**src/rtl/pool_sched.sv**
```systemverilog
// Frame sequencer for the shared 2x2/stride-2 maxpool engine: streams each channel in raster
// order, inserts post-trigger gaps, clears the engine between channels and packs pooled results.
module pool_sched #(
    parameter int DATA_WIDTH = 16,
    parameter int IMG_WIDTH  = 8,
    parameter int IMG_HEIGHT = 8,
    parameter int NUM_CH     = 4,
    parameter int PIX_GAP    = 5,
    parameter int CLR_CYC    = 2,
    parameter int DRAIN_TO   = 16,
    parameter int ADDR_W     = 16
) (
    input  logic                  clk,
    input  logic                  reset,
    input  logic                  start,
    output logic                  busy,
    output logic                  done,
    output logic                  err,
    output logic                  fm_rd_en,
    output logic [ADDR_W-1:0]     fm_rd_addr,
    input  logic [DATA_WIDTH-1:0] fm_rd_data,
    output logic                  pool_rst,
    output logic [DATA_WIDTH-1:0] pool_din,
    output logic                  pool_valid,
    input  logic [DATA_WIDTH-1:0] pool_dout_in,
    input  logic                  pool_vout_in,
    output logic                  out_wr_en,
    output logic [ADDR_W-1:0]     out_wr_addr,
    output logic [DATA_WIDTH-1:0] out_wr_data
);
    localparam int NPOOL = (IMG_WIDTH / 2) * (IMG_HEIGHT / 2);
    localparam int COL_W = $clog2(IMG_WIDTH);
    localparam int ROW_W = $clog2(IMG_HEIGHT);
    localparam int CH_W  = (NUM_CH > 1) ? $clog2(NUM_CH) : 1;
    localparam int K_W   = $clog2(NPOOL + 1);
    localparam int MAXC  = (DRAIN_TO > PIX_GAP) ? ((DRAIN_TO > CLR_CYC) ? DRAIN_TO : CLR_CYC)
                                                : ((PIX_GAP > CLR_CYC) ? PIX_GAP : CLR_CYC);
    localparam int CNT_W = $clog2(MAXC + 1);

    typedef enum logic [2:0] {
        S_IDLE, S_CLR, S_FEED, S_HOLD, S_DRAIN, S_NEXT, S_DONE
    } state_t;

    state_t             state, state_nxt;
    logic [CNT_W-1:0]   cnt;
    logic [COL_W-1:0]   col;
    logic [ROW_W-1:0]   row;
    logic [CH_W-1:0]    ch;
    logic [K_W-1:0]     k;
    logic [ADDR_W-1:0]  ch_base, row_base, out_base;
    logic               last_pix, trig_pix, k_full, drain_to;

    assign last_pix = (row == ROW_W'(IMG_HEIGHT - 1)) && (col == COL_W'(IMG_WIDTH - 1));
    assign trig_pix = row[0] & col[0];
    assign k_full   = (k == K_W'(NPOOL));

    // Running base registers replace the ch*W*H, row*W and ch*NPOOL products.
    assign fm_rd_addr = fm_rd_en ? (ch_base + row_base + ADDR_W'(col)) : '0;
    assign pool_din   = pool_valid ? fm_rd_data : '0;

    always_comb begin
        state_nxt = state;
        busy      = 1'b0;
        done      = 1'b0;
        pool_rst  = 1'b0;
        fm_rd_en  = 1'b0;
        drain_to  = 1'b0;
        case (state)
            S_IDLE: begin
                pool_rst = 1'b1;
                if (start) state_nxt = S_CLR;
            end
            S_CLR: begin
                pool_rst = 1'b1;
                busy     = 1'b1;
                if (cnt == CNT_W'(CLR_CYC - 1)) state_nxt = S_FEED;
            end
            S_FEED: begin
                busy     = 1'b1;
                fm_rd_en = 1'b1;
                if (last_pix)      state_nxt = S_DRAIN;
                else if (trig_pix) state_nxt = S_HOLD;
            end
            S_HOLD: begin
                busy = 1'b1;
                if (cnt == CNT_W'(PIX_GAP - 1)) state_nxt = S_FEED;
            end
            S_DRAIN: begin
                busy = 1'b1;
                if (k_full) begin
                    state_nxt = S_NEXT;
                end else if (cnt == CNT_W'(DRAIN_TO - 1)) begin
                    drain_to  = 1'b1;
                    state_nxt = S_NEXT;
                end
            end
            S_NEXT: begin
                busy      = 1'b1;
                state_nxt = (ch == CH_W'(NUM_CH - 1)) ? S_DONE : S_CLR;
            end
            S_DONE: begin
                pool_rst  = 1'b1;
                done      = 1'b1;
                state_nxt = S_IDLE;
            end
            default: state_nxt = S_IDLE;
        endcase
    end

    always_ff @(posedge clk or negedge reset) begin
        if (!reset) begin
            state      <= S_IDLE;
            cnt        <= '0;
            col        <= '0;
            row        <= '0;
            ch         <= '0;
            ch_base    <= '0;
            row_base   <= '0;
            out_base   <= '0;
            pool_valid <= 1'b0;
        end else begin
            state      <= state_nxt;
            pool_valid <= fm_rd_en;
            cnt        <= (state_nxt != state) ? '0 : cnt + 1'b1;
            case (state)
                S_IDLE: if (start) begin
                    col      <= '0;
                    row      <= '0;
                    ch       <= '0;
                    ch_base  <= '0;
                    row_base <= '0;
                    out_base <= '0;
                end
                S_FEED: if (col == COL_W'(IMG_WIDTH - 1)) begin
                    col      <= '0;
                    row      <= row + 1'b1;
                    row_base <= row_base + ADDR_W'(IMG_WIDTH);
                end else begin
                    col <= col + 1'b1;
                end
                S_NEXT: begin
                    col      <= '0;
                    row      <= '0;
                    row_base <= '0;
                    if (ch != CH_W'(NUM_CH - 1)) begin
                        ch       <= ch + 1'b1;
                        ch_base  <= ch_base + ADDR_W'(IMG_WIDTH * IMG_HEIGHT);
                        out_base <= out_base + ADDR_W'(NPOOL);
                    end
                end
                default: ;
            endcase
        end
    end

    always_ff @(posedge clk or negedge reset) begin
        if (!reset) begin
            out_wr_en   <= 1'b0;
            out_wr_addr <= '0;
            out_wr_data <= '0;
            k           <= '0;
            err         <= 1'b0;
        end else begin
            out_wr_en <= 1'b0;
            if (state == S_IDLE) begin
                if (start) err <= 1'b0;
            end else begin
                if (pool_vout_in) begin
                    if (!k_full) begin
                        out_wr_en   <= 1'b1;
                        out_wr_data <= pool_dout_in;
                        out_wr_addr <= out_base + ADDR_W'(k);
                        k           <= k + 1'b1;
                    end else begin
                        err <= 1'b1;
                    end
                end
                if (drain_to) err <= 1'b1;
                if (state == S_CLR) k <= '0;
            end
        end
    end
endmodule

```
**config.mk**
```make
export PLATFORM = sky130hd
export DESIGN_NAME = pool_sched
export DESIGN_NICKNAME = d
export VERILOG_FILES = /design/src/rtl/pool_sched.sv
export SDC_FILE = /design/constraint.sdc
export NUM_CORES = 1
export LEC_CHECK = 0
export BUFFER_PORTS_ARGS = -buffer_cell sky130_fd_sc_hd__buf_2
export CORE_MARGIN = 4
export CORE_UTILIZATION = 61
export CTS_BUF_LIST = sky130_fd_sc_hd__clkbuf_8
export CTS_CLUSTER_DIAMETER = 60
export DETAILED_ROUTE_END_ITERATION = 7
export PLACE_DENSITY = 0.87
export SETUP_SLACK_MARGIN = 0.15
export SYNTH_ARGS = -nofsm -noshare
export SYNTH_HDL_FRONTEND = slang
export SYNTH_SLANG_ARGS = --single-unit
```
**constraint.sdc**
```tcl
create_clock -name clk -period 6.2 [get_ports clk]
set_clock_uncertainty 0.05 [all_clocks]
set_input_delay 0.93 -clock clk [delete_from_list [all_inputs] [get_ports clk]]
set_output_delay 0.93 -clock clk [all_outputs]
set_load 0.03 [all_outputs]
```
Yosys cells after proc, flatten, opt, wreduce, memory -nomap -nowiden
Index checks and enable logic that the tools add are counted.
{"block": "totals", "rom_bits": 0, "ramBits": 0, "mem_count": 0, "input_bits": 36, "elab_cells": 107, "out_inout_bits": 71, "latch_bits": 0, "reg_bits": 104}
{"block": "op_classes", "mux": 45, "multipliers": 0, "div_mod_pow": 0, "addsub": 11, "bitwise": 3, "order_cmp": 0, "n_reduce_logical": 15, "n_eq_ne": 19, "n_shift": 0}
{"op": "16-bit 2-to-1 mux", "count": 6}
{"op": "16-bit one-hot mux with 2 select lines", "count": 2}
{"op": "16-bit one-hot mux with 3 select lines", "count": 1}
{"op": "3-bit 2-to-1 mux", "count": 11}
{"op": "5-bit 2-to-1 mux", "count": 4}
{"op": "3-bit one-hot mux with 3 select lines", "count": 2}
{"op": "3-bit one-hot mux with 6 select lines", "count": 1}
{"op": "16-bit adder", "count": 1}
{"op": "16-bit by 3-bit adder with 16-bit output", "count": 1}
{"op": "16-bit by 4-bit adder with 16-bit output (second input constant)", "count": 1}
{"op": "16-bit by 5-bit adder with 16-bit output", "count": 1}
{"op": "16-bit by 5-bit adder with 16-bit output (second input constant)", "count": 1}
{"op": "16-bit by 7-bit adder with 16-bit output (second input constant)", "count": 1}
{"op": "3-bit equality test (second input constant)", "count": 5}
{"op": "1-bit 2-to-1 mux", "count": 15}
{"op": "3-bit AND reduction", "count": 5}
{"op": "5-bit by 1-bit adder with 5-bit output (second input constant)", "count": 2}
{"op": "3-bit nonzero test", "count": 3}
{"op": "2-bit != test (second input constant)", "count": 4}
{"op": "3-bit by 1-bit adder with 3-bit output (second input constant)", "count": 2}
{"op": "3-bit by 2-bit equality test with 1-bit output (second input constant)", "count": 2}
{"op": "5-bit by 1-bit equality test with 1-bit output (second input constant)", "count": 1}
{"op": "5-bit by 3-bit equality test with 1-bit output (second input constant)", "count": 1}
{"op": "5-bit by 4-bit equality test with 1-bit output (second input constant)", "count": 1}
{"op": "16 further kinds", "count": 19}

Longest topological paths before layout
{"block": "logic_depth", "ltp_word": 6, "mapped_depth": 8, "ltp_nobuf": 8}

Least setup slack after synthesis
OpenSTA, ideal clock, no wires.
{"block": "synth_path", "path_kind": "reg-to-output", "start": "register ch_base[7]", "end": "output fm_rd_addr[15]", "t_arrival_ps": 2671, "path_stages_with_launch": 8, "required_ps": 5220, "path_slack_ps": 2549, "n_path_buf": 0, "path_cell_list": "dfrtp_1 -> ha_1 -> ha_1 -> a41o_1 -> o311ai_0 -> a2111oi_0 -> nor3_1 -> nor3b_1"}
{"block": "synth_between", "elab_chain_cells": 3}
{"item": "start: declaration", "line": "50", "text": "logic [ADDR_W-1:0] ch_base, row_base, out_base;"}
{"item": "start signal: assignment", "line": "147", "text": "ch_base <= ch_base + ADDR_W'(IMG_WIDTH * IMG_HEIGHT);"}
{"item": "16-bit adder", "line": "58", "text": "assign fm_rd_addr = fm_rd_en ? (ch_base + row_base + ADDR_W'(col)) : '0;"}
{"item": "16-bit by 3-bit adder with 16-bit output", "line": "58"}
{"item": "16-bit 2-to-1 mux", "line": "58"}
{"item": "end: declaration", "line": "20", "text": "output logic [ADDR_W-1:0] fm_rd_addr,"}
No other way between the ends.

Worst setup path after layout
Ends and elaborated chain as after synthesis.

==> implementation parameters <==
Parameter                              Value

CTS
  Postcts setup bufs ... 0
  Num CTS Buffers ... 9
  Clock tree from TritonCTS ... yes
  Worst-path clk slew ... 0.10 ns
  Sinks on Clock Net ... 91
  Max H-tree Level ... 3
  CTS hold repair buffers ... 0
  Cells resized by post-CTS repair ... 0
  Maximum clock insertion buffer count ... 2
  Clock insertion delay at the later pin of the skew report ... 0.37 ns
  Master cell of the clock root buffer ... clkbuf_8

Synthesis
  Number of flops mapped to enable cells by yosys ... 0
  Ys Warns ... 0
  Gate count after technology mapping ... 529
  Post-synthesis sequential area ratio ... 43.4%
  Primary FF master, synth ... dfrtp_1
  Share of flip-flops with an asynchronous set or reset after synthesis ... 100%
  Mean Syn Cell Area ... 9.91 sq um
  Count of different cell masters after synthesis ... 61
  Share of Yosys cell area claimed by the top area cell type ... 43.4%
  Cells taking the most area after synthesis ... dfrtp_1 (43%), ha_1 (8.4%), mux2_2 (4.7%)
  Cell Area, Synth ... 5240 sq um
  Register bit count reported by yosys ... 91
  Largest area contributor in the netlist ... dfrtp_1

Critical path
  Kind of start point of the critical path ... flop
  Worst Setup Path Type ... flop to output pin
  Required @ worst endpoint ... 5.22 ns
  Critical path arrival ... 3.12 ns
  Number of cell instances on the worst register-to-register path ... 5
  Setup crit end kind ... output pin
  Largest driver fanout on the critical path ... 5
  Launch point of the worst reg-to-reg path ... state[1]
  Start point of the critical path ... ch_base[7]

STA
  Smallest setup slack after layout ... 2.10 ns
  Max Clk Rate ... 0.244 GHz
  Smallest hold slack ... 0.434 ns
  Tightest slew margin relative to the limit ... 27.0%
  Finish-stage setup viols ... 0
  Least-Margin Pin Slew ... 1.10 ns
  Final count of hold timing violations ... 0
  Final period demand of the worst path ... 4.10 ns
  Final-report max-slew violation count ... 0
  Unrepaired setup endpoints after global routing ... false
  Post-route setup TNS ... 0 ns
  Final period utilization ... 66.2%

Routing
  Metal-1 WL ... 4.42 mm
  Metal2 WL ... 5.51 mm
  WL met3 ... 600 um
  Routed wire per std cell ... 14.6 um
  Length of the first detailed-routing pass in iterations ... 4
  Vias after detailed routing ... 4,128
  Routed wire length ... 10.7 mm
  DRC violation count after routing ... 0
  Detailed Route Iter0 Violations ... 211
  Final antenna-violating net count ... 0
  Routed via count divided by cell count ... 5.62
  Highest metal layer with signal wires ... met4

Place
  Post-Place Cells ... 719
  Post-detail-place hpwl ... 8.01 mm
  Input/output buffers ... 106
  Worst-case setup slack after placement ... 2.59 ns
  Post-place instance area ... 5800 sq um
  Routability Congestion ... 0.869

Worst hold path
  Worst min-delay path class ... flop to flop
  Startpoint of the worst hold path ... row[2]
  Hold depth ... 2

Floorplanning
  Top-level I/O count ... 107
  Vert. Die Dim ... 101 um
  Std-Cell Core Area ... 8300 sq um
  Placement Rows ... 33
  Die Wd ... 101 um
  Initial Util ... 63.2%
  Die Outline Area ... 10,100 sq um

Cells and area
  Nets ... 697
  Final core utilization ... 72.2%
  Antenna diode count ... 0
  Area Growth Syn to Fin ... 14.3%
  Final cell count without fillers ... 735
  Fraction of final layout cells sized beyond drive strength 1 ... 25.2%
  Filler cells ... 588
  Cell area after layout ... 5990 sq um

Run
  Total of max-cap violations ... 0

Status
  Status ... finished clean

Pwr
  Static leakage power ... 2.82 nW
  IR drop worst, VDD ... 236 uV
  Power per standard cell area ... 237 nW/um^2
  Total power consumption of the routed design ... 1.42 mW

GRT
  Global-route total usage across every layer ... 22.1%
  Pin count of the biggest net entering global routing ... 92
  Initial antenna violation count ... 0
  Global route total overflow ... 0
  Wire length of the first global-routing pass ... 18.3 mm
  Number of global-route vias before repair ... 4,017
==> where the power goes <==
part | leakage (nW) | total, mW | switching (mW) | internal [mW]
Combinational | 1.60 | 0.321 | 0.205 | 0.116
Clock | 0.0986 | 0.387 | 0.230 | 0.157
Sequential | 1.12 | 0.710 | 0.0501 | 0.660
Total | 2.82 | 1.42 | 0.484 | 0.933
==> cell type report <==
type	count	area [sq um]	area share, %
clock buffer	9	124	2.07
clock inverter	7	66.3	1.11
timing repair buffer	108	548	9.15
tap	105	131	2.19
multi-input combinational	400	2790	46.5
sequential	91	2280	38.0
inverter	15	56.3	0.940
==> synth_stat cells (5+ instances only) <==
cell type  instances
buf_2             11
xor2_1            27
and2_1            22
nor2_1            65
nand3_1           22
o21a_1             5
a21oi_1           25
xnor2_1           25
mux2_2            22
nand2_1           34
inv_1             14
dfrtp_1           91
o21ai_0           13
a22o_1             5
nor3b_1            6
a21o_1             5
clkbuf_1           6
nor3_1            13
nand4_1           13
ha_1              35
==> per-layer routing <==
metal,global-route usage [%],vias to the layer above
li1,-,2030
met1,27.3,1954
met2,37.7,124
met3,5.12,20
met4,8.19,0
met5,0,-
==> sequential cells by signal, indices dropped and copies added (netlist names), 5 cells and up <==
| signal | flops |
|---|---|
| ch_base | 10 |
| cnt | 5 |
| k | 5 |
| out_base | 12 |
| out_wr_addr | 16 |
| out_wr_data | 16 |
| row_base | 13 |
==> logic make-up after synthesis <==
group                      synth area share, %
and+or+nand+nor                           20.4
DFF                                       43.4
AOI/OAI and AO/OA                         9.84
xor gates and xnor gates                  8.69
buffers and inverters                     3.65
adders and majority gates                 8.74
muxes                                     5.11
other                                    0.143
==> critical path: stages, from the launching register on <==
cell       delay, ns
dfrtp_1         0.45
ha_1            0.32
ha_1            0.33
a41o_1          0.16
o311ai_0        0.27
a2111oi_0       0.70
nor3_1          0.09
nor3b_1         0.21
buf_2           0.23
==> placed cells by master (no fill, tap or decap), types with 14 or more instances in the layout <==
master and instances:
mux2_2 22, xor2_1 27, xnor2_1 25, and2_1 22, dfrtp_1 91, a21oi_1 25
inv_1 14, nand3_1 22, buf_2 105, ha_1 35, nand2_1 34, nor2_1 65
==> path summary, 6_finish.rpt <==
kind                       slack (ns)              to
max                              2.10  fm_rd_addr[15]
min                              0.43          row[2]
max reg2reg                      3.74          cnt[1]
max in group asynchronous        4.68          col[1]
min in group asynchronous        0.69  out_wr_data[6]
min reg2reg                      0.43          row[2]
(Power assumes the default switching activity.)
